===== src/rtl/seg_scan_ctrl.sv =====
// Time-multiplexed 7-segment scan controller: one shared BCD decoder, one-hot digit enables,
// double-buffered digits, anti-ghosting blank gap and optional leading-zero suppression.
module seg_scan_ctrl #(
    parameter int NUM_DIGITS   = 4,
    parameter int REFRESH_DIV  = 1000,
    parameter int BLANK_CYCLES = 2,
    localparam int IW = (NUM_DIGITS > 1) ? $clog2(NUM_DIGITS) : 1
) (
    input  logic                    clk,
    input  logic                    rst_n,
    input  logic                    enable,
    input  logic                    load,
    input  logic [4*NUM_DIGITS-1:0] bcd_in,
    input  logic                    lz_suppress,
    output logic [3:0]              bcd_out,
    output logic [NUM_DIGITS-1:0]   digit_en,
    output logic [IW-1:0]           digit_idx,
    output logic                    frame_done
);

    typedef enum logic [1:0] {IDLE, BLANK, SHOW} state_t;

    localparam int CMAX = (REFRESH_DIV > BLANK_CYCLES) ? REFRESH_DIV : BLANK_CYCLES;
    localparam int CW   = (CMAX > 1) ? $clog2(CMAX) : 1;
    localparam logic [CW-1:0] RD_LAST  = CW'(REFRESH_DIV - 1);
    localparam logic [CW-1:0] BL_LAST  = CW'((BLANK_CYCLES > 0) ? BLANK_CYCLES - 1 : 0);
    localparam logic [IW-1:0] IDX_LAST = IW'(NUM_DIGITS - 1);
    localparam state_t        RESTART  = (BLANK_CYCLES > 0) ? BLANK : SHOW;

    state_t                         st, st_n;
    logic [CW-1:0]                  cnt, cnt_n;
    logic [IW-1:0]                  idx_n;
    logic [NUM_DIGITS-1:0][3:0]     act, act_n, sh, sh_n;
    logic                           pend, pend_n;
    logic                           commit, supp;
    logic [NUM_DIGITS-1:0]          zhi;
    logic [NUM_DIGITS-1:0]          en_n;
    logic [3:0]                     bcd_n;
    logic                           fd_n;

    always_comb begin
        st_n   = st;
        cnt_n  = cnt;
        idx_n  = digit_idx;
        commit = (st == SHOW) && (cnt == RD_LAST) && (digit_idx == IDX_LAST);
        if (!enable) begin
            st_n  = IDLE;
            cnt_n = '0;
            idx_n = '0;
        end else begin
            case (st)
                IDLE: begin
                    st_n  = RESTART;
                    cnt_n = '0;
                    idx_n = '0;
                end
                BLANK: begin
                    if (cnt == BL_LAST) begin
                        st_n  = SHOW;
                        cnt_n = '0;
                    end else begin
                        cnt_n = cnt + 1'b1;
                    end
                end
                SHOW: begin
                    if (cnt == RD_LAST) begin
                        st_n  = RESTART;
                        cnt_n = '0;
                        idx_n = (digit_idx == IDX_LAST) ? '0 : digit_idx + 1'b1;
                    end else begin
                        cnt_n = cnt + 1'b1;
                    end
                end
                default: begin
                    st_n  = IDLE;
                    cnt_n = '0;
                    idx_n = '0;
                end
            endcase
        end
    end

    // A load landing on the commit cycle goes straight to active and leaves nothing pending.
    always_comb begin
        act_n  = act;
        sh_n   = sh;
        pend_n = pend;
        if (commit) begin
            if (load)      act_n = bcd_in;
            else if (pend) act_n = sh;
            pend_n = 1'b0;
        end else if (load) begin
            sh_n   = bcd_in;
            pend_n = 1'b1;
        end
    end

    // Outputs are computed from the next state and next active buffer so they stay registered.
    always_comb begin
        zhi[NUM_DIGITS-1] = (act_n[NUM_DIGITS-1] == 4'h0);
        for (int i = NUM_DIGITS - 2; i >= 0; i--)
            zhi[i] = zhi[i+1] && (act_n[i] == 4'h0);
        supp  = lz_suppress && (idx_n != '0) && zhi[idx_n];
        en_n  = '0;
        bcd_n = 4'hF;
        if (st_n != IDLE && !supp) begin
            bcd_n = act_n[idx_n];
            if (st_n == SHOW) en_n[idx_n] = 1'b1;
        end
        fd_n = (st_n == SHOW) && (cnt_n == RD_LAST) && (idx_n == IDX_LAST);
    end

    always_ff @(posedge clk or negedge rst_n) begin
        if (!rst_n) begin
            st         <= IDLE;
            cnt        <= '0;
            digit_idx  <= '0;
            act        <= '1;
            sh         <= '1;
            pend       <= 1'b0;
            digit_en   <= '0;
            bcd_out    <= 4'hF;
            frame_done <= 1'b0;
        end else begin
            st         <= st_n;
            cnt        <= cnt_n;
            digit_idx  <= idx_n;
            act        <= act_n;
            sh         <= sh_n;
            pend       <= pend_n;
            digit_en   <= en_n;
            bcd_out    <= bcd_n;
            frame_done <= fd_n;
        end
    end

endmodule


===== config.mk =====
export PLATFORM = sky130hd
export DESIGN_NAME = seg_scan_ctrl
export DESIGN_NICKNAME = d
export VERILOG_FILES = /design/src/rtl/seg_scan_ctrl.sv
export SDC_FILE = /design/constraint.sdc
export NUM_CORES = 1
export LEC_CHECK = 0
export BUFFER_PORTS_ARGS = -buffer_cell sky130_fd_sc_hd__buf_4
export CAP_MARGIN = 20
export CORE_MARGIN = 2
export CORE_UTILIZATION = 30
export CTS_CLUSTER_DIAMETER = 150
export DETAILED_ROUTE_END_ITERATION = 12
export PLACE_DENSITY = 0.51
export SLEW_MARGIN = 10
export SYNTH_ARGS = -nofsm -noshare
export SYNTH_HDL_FRONTEND = slang
export SYNTH_SLANG_ARGS = --single-unit

===== constraint.sdc =====
create_clock -name clk -period 4.1 [get_ports clk]
set_input_delay 0 -clock clk [delete_from_list [all_inputs] [get_ports clk]]
set_output_delay 0 -clock clk [all_outputs]
set_load 0.01 [all_outputs]

# Yosys cells after proc, flatten, opt, wreduce, memory -nomap -nowiden
# Index checks and enable logic that the tools add are counted.
dict set report op_classes {
  n_bitwise 1
  eq_ne 8
  mux 26
  magnitude_cmp 2
  reduce_logical 21
  addsub 2
}
# operator n
set ops {}
lappend ops {{two-way mux 16 bit} 3}
lappend ops {{two-way mux 10 bit} 3}
lappend ops {{equality test 10 bit (second input constant)} 2}
lappend ops {{case mux 10 bit (2 select lines)} 1}
lappend ops {{zero test 4 bit} 4}
lappend ops {{two-way mux 4 bit} 4}
lappend ops {{two-way mux 2 bit} 6}
lappend ops {{logical AND 1 bit} 11}
lappend ops {{adder 10 x 1 -> 10 bit (second input constant)} 1}
lappend ops {{equality test 10 x 1 -> 1 bit (second input constant)} 1}
lappend ops {{binary-select mux 4 bit (select 2 bit)} 1}
lappend ops {{equality test 2 bit (second input constant)} 4}
lappend ops {{case mux 2 bit (3 select lines)} 1}
lappend ops {{nonzero test 2 bit} 3}
lappend ops {{two-way mux 1 bit} 4}
lappend ops {{case mux 2 bit (2 select lines)} 1}
lappend ops {{< comparator 2 x 3 -> 1 bit (second input constant)} 1}
lappend ops {{adder 2 x 1 -> 2 bit (second input constant)} 1}
lappend ops {{binary-select mux 1 bit (select 2 bit)} 1}
lappend ops {{demux 1 bit (select 2 bit)} 1}
lappend ops {{equality test 2 x 1 -> 1 bit (second input constant)} 1}
lappend ops {{greater-or-equal comparator 2 x 1 -> 1 bit (second input constant)} 1}
lappend ops {{zero test 2 bit} 1}
lappend ops {{AND reduction 2 bit} 1}
lappend ops {{2 further kinds} 2}
dict set report word_totals {
  word_cells 75
  reg_bits 56
  out_inout_bits 11
}

# Depth between registers and ports, before layout
# Gate-level depths: netlist (run 1).
dict set report logic_depth {
  word_depth 14
  depth_mapped 11
  ltp_nobuf 9
}

# Worst setup path before layout (run 1)
# Ideal clock, no wire load.
dict set report synth_path {
  kind {register -> register}
  start {register cnt[0]}
  end {register bcd_out[3]}
  arrival_ns 2.748
  path_slack_ns 1.258
  required_ns 4.006
  setup_time_ns 0.094
  path_stages_with_launch 10
  path_buffers 1
  path_cell_list {dfrtp_1 -> ha_1 -> nand4_1 -> or3_1 -> buf_2 -> a311o_1 -> and2_4 -> a31oi_4 -> o31ai_2 -> or4_1}
}
dict set report synth_between {
  elab_chain_cells 14
  elab_cells_between_ends 30
  classes_between {2 x eq/ne; 13 x mux; 15 x reduce/logical}
}
# item line
set synth_lines {}
lappend synth_lines {{start: declaration} 31} ;# logic [CW-1:0] cnt, cnt_n;
lappend synth_lines {{start signal: assignment} 126} ;# cnt <= cnt_n;
lappend synth_lines {{equality test 10 bit} {45, 66}}
lappend synth_lines {{logical AND 1 bit (2 in a row)} 45} ;# commit = (st == SHOW) && (cnt == RD_LAST) && (digit_idx == IDX_LAST);
lappend synth_lines {{two-way mux 16 bit} 88} ;# if (commit) begin
lappend synth_lines {{zero test 4 bit (on tied branches)} {100, 102}}
lappend synth_lines {{logical AND 1 bit (3 in a row)} 102} ;# zhi[i] = zhi[i+1] && (act_n[i] == 4'h0);
lappend synth_lines {{binary-select mux 1 bit (select 2 bit)} 103} ;# supp = lz_suppress && (idx_n != '0) && zhi[idx_n];
lappend synth_lines {{two-way mux 1 bit (not written as such)} 103}
lappend synth_lines {{logical AND 1 bit} 103}
lappend synth_lines {{zero test 1 bit} 106} ;# if (st_n != IDLE && !supp) begin
lappend synth_lines {{logical AND 1 bit} 106}
lappend synth_lines {{two-way mux 4 bit (*)} 106}
lappend synth_lines {{named net bcd_n[3]} 38} ;# logic [3:0] bcd_n;
lappend synth_lines {{end signal: assignment} 132} ;# bcd_out <= bcd_n;
lappend synth_lines {{end: declaration} 15} ;# output logic [3:0] bcd_out,
# The timed path passes the listed nets; every way through them passes the cells marked *. The select of a mux whose other input is x is not followed.
# A chain may end at the register's enable or synchronous reset.

# Worst setup path in the final report (run 1)
# Same ends and word-level chain as after synthesis.

==> results of run 1 <==
==> per-layer routing <==
metal / routed length, µm / vias up / track usage, %
li1: - / 1285 / -
met1: 4060 / 1267 / 20.9
met2: 3660 / 56 / 23.7
met3: 280 / 7 / 2.49
met4: 92 / 0 / 3.71
met5: 0 / - / 0
==> sequential cells by signal, indices dropped and copies added, names as in the netlist <==
signal and flops:
digit_idx 2, cnt 10, act 16, frame_done 1
digit_en 4, st 2, bcd_out 4, pend 1
sh 16
==> metrics by stage <==
stage	utilization [%]	std cells	area, µm²	setup slack (ns)
after global routing	36.8	509	3780	0.512
final	36.8	509	3780	0.865
after detailed placement	34.4	485	3530	0.884
after floorplan	-	330	3170	1.26
after CTS	36.8	509	3780	0.880
after global placement	34.4	485	3530	0.972
==> layout make-up <==
cell class / instances / area, µm² / area share [%]
multi-input combinational: 241 / 1590 / 42.0
tap: 136 / 170 / 4.50
clock buffer: 5 / 68.8 / 1.82
timing repair buffer: 52 / 433 / 11.4
clock inverter: 2 / 11.3 / 0.298
inverter: 17 / 63.8 / 1.69
sequential: 56 / 1450 / 38.2
==> placed cells by master (no fill, tap or decap), drive strengths merged, types with 6 or more instances in the layout <==
cell         instances
inv                 18
and2                 6
nand2b               6
and3                 6
dlygate4sd3         17
nand2               23
nor2                51
nand3               12
buf                 35
o22ai               10
a21oi               11
nor4                 8
o21ai                6
mux2                16
dfstp               36
dfrtp               20
nor3                 6
a31oi                6
ha                   7
==> critical path, cell delays in order, from the launching register on <==
cell	delay [ns]
dfrtp_1	0.45
ha_1	0.30
nand4_1	0.34
or3_1	0.55
a311o_1	0.50
and2_4	0.21
a31oi_4	0.16
o31ai_2	0.10
or4_1	0.55
==> where the power goes <==
part	switching [mW]	internal [mW]	total [mW]
Clock	0.187	0.117	0.304
Combinational	0.0543	0.0537	0.108
Sequential	0.0112	0.589	0.600
Total	0.253	0.760	1.01
==> what timing repair did <==
action | CTS | global route
hold buffers | 17 | 0
gates resized for setup | 0 | 0
hold endpoints to repair | 42 | 0
==> logic make-up after synthesis <==
family,after synthesis
xor gates and xnor gates,7
and+or+nand+nor,141
AOI/OAI and AO/OA,67
muxes,19
adders and majority gates,7
buffers and inverters,33
DFF,56
==> path summary, 6_finish.rpt <==
check	endpoint	start	slack [ns]	cells after the start
setup reg to reg	bcd_out[3]$_DFF_PN1_	cnt[0]$_DFF_PN0_	0.86	8
min in group asynchronous	cnt[3]$_DFF_PN0_	rst_n	0.29	2
hold / removal	st[0]$_DFF_PN0_	enable	0.02	3
hold reg to reg	cnt[0]$_DFF_PN0_	cnt[0]$_DFF_PN0_	0.56	1
setup / recovery	bcd_out[3]$_DFF_PN1_	cnt[0]$_DFF_PN0_	0.86	8
max in group asynchronous	pend$_DFFE_PN0P_	rst_n	3.33	2
==> results.json, run 1 <==
{
  "outcome": "finished clean",
  "layout-drive-gt1-share_pct": 28.2,
  "worst-path-max-fanout": 7,
  "finClkSkew_ns": 0.0169,
  "cts_tree": "done",
  "synth.most_common_cell": "nor2_1",
  "worst_slew_pin_slew_ns": 0.847,
  "rsz0062_at_grt": "false",
  "slew-limit-headroom_pct": 43.5,
  "initialDrtViolationCount": 101,
  "number_of_global_route_vias_before_repair": 2574,
  "drt-wirelength-per-cell_um": 15.9,
  "post-synth-top-area-cell": "dfstp_2",
  "drt_first_pass_iters": 4,
  "synthSimpleGateAreaFrac_pct": 22.7,
  "xor_and_xnor_area_share_after_synthesis_pct": 1.94,
  "clk-insertion-delay-late_ns": 0.31,
  "io_buf_count": 31,
  "final.fill_count": 1068,
  "worst-setup-path-type": "reg2reg",
  "hold_viol": 0,
  "viasPerCell": 5.14,
  "postSynth.topFlopCell": "dfstp_2",
  "worst_ep_required_time_ns": 4.34,
  "dp.final_hpwl_um": 5740,
  "fin_nets": 401,
  "areaGrowthSynthToFinish_pct": 19.5,
  "post-synth-top-area-fraction_pct": 29.9,
  "placement_rows": 37,
  "dieWidth_um": 107,
  "routed-via-count": 2615,
  "buffer_levels_on_the_longest_clock_path": 2,
  "setup_crit_end_kind": "flop",
  "number_of_buffers_created_by_cts": 5,
  "cts_setup_buffers": 0,
  "gp_congestion": 0.775,
  "grtUsageTotal_pct": 14.8,
  "grt.overflow.total": 0,
  "flip_flop_and_latch_count_after_synthesis": 56,
  "grt_max_degree": 57,
  "slew_violations": 0,
  "timing.critical_path.arrival_ns": 3.47,
  "fraction_of_synthesized_area_in_multiplexers_pct": 6.64,
  "mapped_area_mm2": 0.00317,
  "drt.antenna.violating_nets": 0,
  "synthArstFlopShare_pct": 100,
  "synth_area_per_cell_um2": 9.60,
  "worst_setup_path_start_kind": "flop",
  "cap_violations": 0,
  "synth-seq-area-share_pct": 45.7,
  "min_period_over_period_pct": 78.9,
  "synth.lib_cells_used.distinct": 62,
  "num_antenna_cells": 0,
  "synth_fp_nets": 358,
  "grt_first_pass_wirelength_um": 13300,
  "antenna_found_initial": 0,
  "period_needed_ns": 3.24,
  "hold_ws_ns": 0.0195,
  "number_of_drc_violations_after_detailed_routing": 0,
  "finalPower_mw": 1.01,
  "die_height_um": 107,
  "vdd_drop_max_uv": 141,
  "leakage_nw": 1.54,
  "initial_core_util_pct": 30.8,
  "synthAdderAreaFrac_pct": 2.77,
  "synth_area_leaders": "dfstp_2, dfrtp_1, nor2_1",
  "clock_tree.root_cell": "clkbuf_8",
  "io_pins": 32,
  "synthesized_area_fraction_occupied_by_ao_oa_aoi_and_oai_cells_pct": 15.9,
  "synth_top_cells_by_count": "nor2_1, dfstp_2, nand2_1",
  "fin_setup_tns_ns": 0,
  "numClockSinks": 56,
  "synth_edf_count": 0,
  "ys.warnings.count": 0,
  "clk_transition_reported_paths_ns": 0.11,
  "syn_inst": 330,
  "htreeDepth": 2,
  "finalSetupViolCount": 0,
  "synth_top_family_by_area": "simple AND/OR/NAND/NOR gates",
  "dieArea_mm2": 0.0114,
  "detail_route.wirelength_um": 8090,
  "placeableCoreArea_mm2": 0.0103,
  "worstHoldPathType": "in2reg",
  "power-per-cell-area_mw_per_mm2": 268,
  "timing.fmax_mhz": 309
}
Note: power is estimated with default switching activity, not from simulation.
==> inputs of run 2 (changes only) <==
==> constraint.sdc (replaced) <==
create_clock -name clk -period 3.3 [get_ports clk]
set_input_delay 0 -clock clk [delete_from_list [all_inputs] [get_ports clk]]
set_output_delay 0 -clock clk [all_outputs]
set_load 0.01 [all_outputs]
==> results.json, run 2 (synthesis gave the netlist of run 1 again) <==
{
  "outcome": "finished clean",
  "worst_setup_path_start_kind": "flop",
  "slew_violations": 0,
  "cellInternalPower_mw": 0.949,
  "fin_nets": 410,
  "worst_ep_required_time_ns": 3.48,
  "grt_max_degree": 57,
  "rsz0062_at_grt": "false",
  "period_needed_ns": 3.04,
  "detail_route.wirelength_um": 8230,
  "clk-insertion-delay-late_ns": 0.31,
  "fin_setup_tns_ns": 0,
  "drt-wirelength-per-cell_um": 15.9,
  "layout_commonest_cell": "nor2_1",
  "number_of_global_route_vias_before_repair": 2611,
  "drt_first_pass_iters": 4,
  "critPathMaxStageDelay_ns": 0.51,
  "dp.final_hpwl_um": 5960,
  "layout_common_cells": "nor2_1, buf_4, dfstp_2, nand2_1, dfrtp_1",
  "clock_tree.root_cell": "clkbuf_8",
  "crit_chain": "inv_1 -> ha_1 -> nor4bb_1 -> nand4_1 -> a2111oi_0 -> buf_4 -> nand4_1 -> nor3_1 -> nor3_1",
  "vdd_drop_max_uv": 161,
  "critical_path.n_buffers_inverters": 2,
  "initialDrtViolationCount": 170,
  "numClockSinks": 56,
  "initial_core_util_pct": 30.8,
  "power.switching_mw": 0.306,
  "ctsResizeCount": 0,
  "critical_path.reg2reg.startpoint": "st[0]$_DFF_PN0_",
  "critPathSlowestCell": "a2111oi_0",
  "layout-drive-gt1-share_pct": 29.5,
  "viasPerCell": 5.13,
  "leakage_nw": 1.59,
  "final.fill_count": 1074,
  "finalNonFillerCells": 519,
  "routed-via-count": 2663,
  "dieWidth_um": 107,
  "power-per-cell-area_mw_per_mm2": 326,
  "htreeDepth": 2,
  "cap_violations": 0,
  "antenna_found_initial": 0,
  "worst-setup-path-type": "reg2reg",
  "min_period_over_period_pct": 92.2,
  "placement_rows": 37,
  "grt.overflow.total": 0,
  "die_height_um": 107,
  "drt.antenna.violating_nets": 0,
  "number_of_drc_violations_after_detailed_routing": 0,
  "io_buf_count": 31,
  "io_pins": 32,
  "hold_ws_ns": 0.0349,
  "hold_viol": 0,
  "cts_tree": "done",
  "reg.largest.list": "act (16), sh (16), cnt (10)",
  "worst_slew_pin_slew_ns": 0.739,
  "critical-path-top-delay-family": "simple AND/OR/NAND/NOR gates",
  "dieArea_mm2": 0.0114,
  "seq_power_share_pct": 59.6,
  "finClkSkew_ns": 0.00941,
  "met3_routed_wl_um": 226,
  "power.share.clock_pct": 29.6,
  "timing.critical_path.arrival_ns": 3.22,
  "hp-start": "enable",
  "logic_gate_share_of_total_power_pct": 10.8,
  "sw_frac_of_total_pct": 24.4,
  "placed_cells_incl_taps": 493,
  "top_layer_used": "met4",
  "placeableCoreArea_mm2": 0.0103,
  "num_antenna_cells": 0,
  "number_of_buffers_created_by_cts": 5,
  "worstHoldPathType": "in2reg",
  "clk_transition_reported_paths_ns": 0.09,
  "setup_crit_end_kind": "flop",
  "dr_wl_met2_um": 3760,
  "met1_routed_wirelength_after_detailed_routing_um": 4150,
  "grt_first_pass_wirelength_um": 13600,
  "slew-limit-headroom_pct": 50.7,
  "buffer_levels_on_the_longest_clock_path": 2,
  "grtUsageTotal_pct": 15.0,
  "worstSetupStartpoint": "st[0]$_DFF_PN0_",
  "worst-path-max-fanout": 8,
  "areaGrowthSynthToFinish_pct": 21.7,
  "gp_congestion": 0.775,
  "timing.fmax_mhz": 329,
  "finalSetupViolCount": 0
}
## run 2: cell count changes in the layout (fill, tap and decap cells not counted)
cell | previous run | this run
buf_4 | 35 | 44
clkbuf_1 | 0 | 2
inv_4 | 1 | 0
## run 2: stage by stage
stage	worst slack [ns]	total power [mW]	util, %	cell area, µm²
floorplan	0.458	0.813	-	3170
global placement	0.312	0.879	35.0	3590
detailed placement	0.283	0.880	35.0	3590
CTS	0.268	1.28	37.4	3840
global route	0.0769	1.32	37.5	3850
finish	0.257	1.26	37.5	3850
## run 2: power by group through the flow
stage | clock network (mW) | logic (mW) | registers (mW)
CTS | 0.393 | 0.137 | 0.747
global route | 0.418 | 0.151 | 0.750
floorplan | 0 | 0.0572 | 0.756
detailed placement | 0 | 0.121 | 0.759
global placement | 0 | 0.121 | 0.759
finish | 0.372 | 0.136 | 0.748
## run 2: area by class of cell
class,instances,area [µm²],area share (%)
multi-input cells,241,1590,41.3
flip-flops and latches,56,1450,37.5
repair buffers,61,500,13.0
well taps,136,170,4.42
clock buffers,7,76.3,1.98
inverters,17,63.8,1.66
clock inverters,1,5.00,0.130
## run 2: what timing repair did
action / CTS / global route
hold buffers: 17 / 0
endpoints found under the hold margin: 43 / 0
setup endpoints to repair: 0 / 1
setup buffers: 0 / 1
## run 2: path summary, 6_finish.rpt
path                                               end  slack, ns  cells after the start
worst max-delay path             digit_en[1]$_DFF_PN0_       0.26                      9
worst min-delay path                   st[0]$_DFF_PN0_       0.03                      3
worst max register to register   digit_en[1]$_DFF_PN0_       0.26                      9
worst min register to register        cnt[0]$_DFF_PN0_       0.55                      1
max in group asynchronous       digit_idx[0]$_DFF_PN0_       2.52                      2
min in group asynchronous             cnt[5]$_DFF_PN0_       0.27                      2
## run 2: worst register-to-register path: cells and delay by family, from the launching register on
family / cells / cell delay [ns]
AND/OR/NAND/NOR: 5 / 1.51
buffers and inverters: 2 / 0.30
AO/OA/AOI/OAI: 1 / 0.51
adder cells (fa/ha/maj): 1 / 0.18
flip-flops: 1 / 0.41
## run 2: per-layer routing
layer	track usage [%]	vias up
met1	21.9	1305
met3	1.88	9
met2	23.3	48
met4	4.17	0
li1	-	1301
met5	0	-
==> inputs of run 3 (changes only) <==
--- a/config.mk
+++ b/config.mk
@@ -5,6 +5,7 @@
 export SDC_FILE = /design/constraint.sdc
 export NUM_CORES = 1
 export LEC_CHECK = 0
+export ABC_AREA = 1
 export BUFFER_PORTS_ARGS = -buffer_cell sky130_fd_sc_hd__buf_4
 export CAP_MARGIN = 20
 export CORE_MARGIN = 2
==> results.json, run 3 <==
{
  "ctsResizeCount": 0,
  "synth.most_common_cell": "nand2_1",
  "number_of_drc_violations_after_detailed_routing": 0,
  "worst-path-max-fanout": 23,
  "fin_setup_tns_ns": 0,
  "clock_tree.root_cell": "clkbuf_8",
  "ys.warnings.count": 0,
  "clk_transition_reported_paths_ns": 0.09,
  "setup_crit_end_kind": "flop",
  "buffer_levels_on_the_longest_clock_path": 2,
  "power.share.clock_pct": 32.0,
  "layout_commonest_cell": "nand2_1",
  "sw_frac_of_total_pct": 23.7,
  "power.switching_mw": 0.307,
  "grt_first_pass_wirelength_um": 12500,
  "layout-drive-gt1-share_pct": 24.8,
  "worst_ep_required_time_ns": 3.53,
  "cts_tree": "done",
  "final_core_util_pct": 37.5,
  "drt_first_pass_iters": 4,
  "synth.lib_cells_used.distinct": 35,
  "detail_route.wirelength_um": 6960,
  "timing.critical_path.arrival_ns": 2.45,
  "rsz0062_at_grt": "false",
  "critPathMostFrequentCell": "nand2_1",
  "top_layer_used": "met4",
  "number_of_buffers_created_by_cts": 5,
  "synth_area_per_cell_um2": 8.13,
  "synth_top_cells_by_count": "nand2_1, inv_1, dfstp_2",
  "htreeDepth": 2,
  "period_needed_ns": 2.22,
  "outcome": "finished clean",
  "die_height_um": 105,
  "worstHoldPathType": "in2reg",
  "vdd_drop_max_uv": 155,
  "crit_chain": "ha_1 -> nand2_1 -> nor2_4 -> nand4_4 -> nand2_1 -> buf_4 -> nand2_1 -> o21ai_0",
  "final_design_area_no_fill_mm2": 0.00366,
  "dr_wl_met2_um": 3350,
  "drt-wirelength-per-cell_um": 12.5,
  "finalNonFillerCells": 556,
  "cts_hold_repair.buffers": 17,
  "antenna_found_initial": 0,
  "gp_congestion": 0.841,
  "min_period_over_period_pct": 67.2,
  "synth_edf_count": 0,
  "io_pins": 32,
  "met1_routed_wirelength_after_detailed_routing_um": 3340,
  "dieWidth_um": 105,
  "seq_power_share_pct": 57.3,
  "placeableCoreArea_mm2": 0.00977,
  "grt_max_degree": 57,
  "post-synth-top-area-cell": "dfstp_2",
  "cts_setup_buffers": 0,
  "grtUsageTotal_pct": 14.0,
  "critPathMaxStageDelay_ns": 0.47,
  "routed-via-count": 2484,
  "io_buf_count": 31,
  "cellInternalPower_mw": 0.988,
  "syn_inst": 373,
  "power-per-cell-area_mw_per_mm2": 353,
  "synthArstFlopShare_pct": 100,
  "finalSetupViolCount": 0,
  "placement_rows": 36,
  "clk-insertion-delay-late_ns": 0.31,
  "finClkSkew_ns": 0.00697,
  "dp.final_hpwl_um": 5290,
  "slew-limit-headroom_pct": 53.5,
  "leakage_nw": 1.81,
  "layout_common_cells": "nand2_1, inv_1, dfstp_2, nor2_1, buf_4",
  "synth_area_leaders": "dfstp_2, dfrtp_1, nand2_1",
  "number_of_global_route_vias_before_repair": 2636,
  "worst_setup_path_start_kind": "flop",
  "synth-seq-area-share_pct": 47.7,
  "worst-setup-path-type": "reg2reg",
  "hold_viol": 0,
  "timing.fmax_mhz": 451,
  "post_dp_cell_area_mm2": 0.00339,
  "synth_fp_nets": 401,
  "critPathSlowestCell": "nand2_1",
  "viasPerCell": 4.47,
  "logic_gate_share_of_total_power_pct": 10.8,
  "drt.antenna.violating_nets": 0,
  "reg.largest.list": "act (16), sh (16), cnt (10)",
  "numClockSinks": 56,
  "placed_cells_incl_taps": 531,
  "cap_violations": 0,
  "mapped_area_mm2": 0.00303,
  "areaGrowthSynthToFinish_pct": 20.8,
  "worst_slew_pin_slew_ns": 0.697,
  "postSynth.topFlopCell": "dfstp_2",
  "fin_nets": 450,
  "met3_routed_wl_um": 181,
  "slew_violations": 0,
  "post-synth-top-area-fraction_pct": 31.2,
  "grt.overflow.total": 0,
  "initial_core_util_pct": 31.0,
  "dieArea_mm2": 0.0109,
  "num_antenna_cells": 0,
  "flip_flop_and_latch_count_after_synthesis": 56,
  "initialDrtViolationCount": 72
}
## run 3: cell families (layout without fill, tap and decap cells)
| kind of cell | after synthesis | in the layout | share of synthesized area [%] |
|---|---|---|---|
| adder cells (fa/ha/maj) | 7 | 7 | 2.89 |
| AO/OA/AOI/OAI | 44 | 44 | 8.49 |
| buffers and inverters | 51 | 101 | 7.05 |
| flip-flops | 56 | 56 | 47.7 |
| XOR/XNOR | 5 | 5 | 1.44 |
| multiplexers | 7 | 7 | 2.60 |
| AND/OR/NAND/NOR | 203 | 203 | 29.9 |
## run 3: critical path, delay by kind of cell (launching register included)
kind                       cells  cell delay [ns]
buffers and inverters          1             0.27
adders and majority gates      1             0.22
AOI/OAI and AO/OA              1             0.07
and+or+nand+nor                5             1.13
DFF                            1             0.46
## run 3: final cells by class
cell class              count  area, µm²
clock inverters             1       5.00
clock buffers               7       97.6
flip-flops and latches     56       1450
inverters                  44        165
fillers                  1038       6110
well taps                 133        166
multi-input cells         266       1370
repair buffers             49        410
## run 3: worst paths after layout
| check | from | end | slack (ns) | cells past startpoint |
|---|---|---|---|---|
| min reg2reg | sh[4]$_DFFE_PN1P_ | sh[4]$_DFFE_PN1P_ | 0.49 | 2 |
| min in group asynchronous | rst_n | pend$_DFFE_PN0P_ | 0.27 | 2 |
| min | enable | st[0]$_DFF_PN0_ | 0.07 | 5 |
| max in group asynchronous | rst_n | digit_en[3]$_DFF_PN0_ | 2.56 | 2 |
| max reg2reg | cnt[0]$_DFF_PN0_ | sh[6]$_DFFE_PN1P_ | 1.08 | 8 |
| max | cnt[0]$_DFF_PN0_ | sh[6]$_DFFE_PN1P_ | 1.08 | 8 |
## run 3: layer usage
| metal | vias up | track usage, % |
|---|---|---|
| met5 | - | 0 |
| met1 | 1165 | 17.8 |
| li1 | 1279 | - |
| met3 | 7 | 2.18 |
| met2 | 33 | 24.5 |
| met4 | 0 | 4.05 |
## run 3: power by group through the flow
| stage | registers (mW) | logic [mW] | clock network [mW] |
|---|---|---|---|
| after floorplan | 0.750 | 0.0701 | 0 |
| after global placement | 0.753 | 0.125 | 0 |
| after detailed placement | 0.753 | 0.126 | 0 |
| after CTS | 0.742 | 0.142 | 0.438 |
| after global routing | 0.745 | 0.162 | 0.467 |
| final | 0.741 | 0.140 | 0.414 |
## run 3: metrics by stage
step                hold slack, ns  power, mW  worst slack, ns
finish                      0.0706       1.29             1.08
global route                0.0767       1.37            0.770
CTS                         0.0612       1.32             1.03
detailed placement          0.0991      0.879             1.07
global placement            0.0976      0.878             1.08
floorplan                   -0.296      0.820             1.44
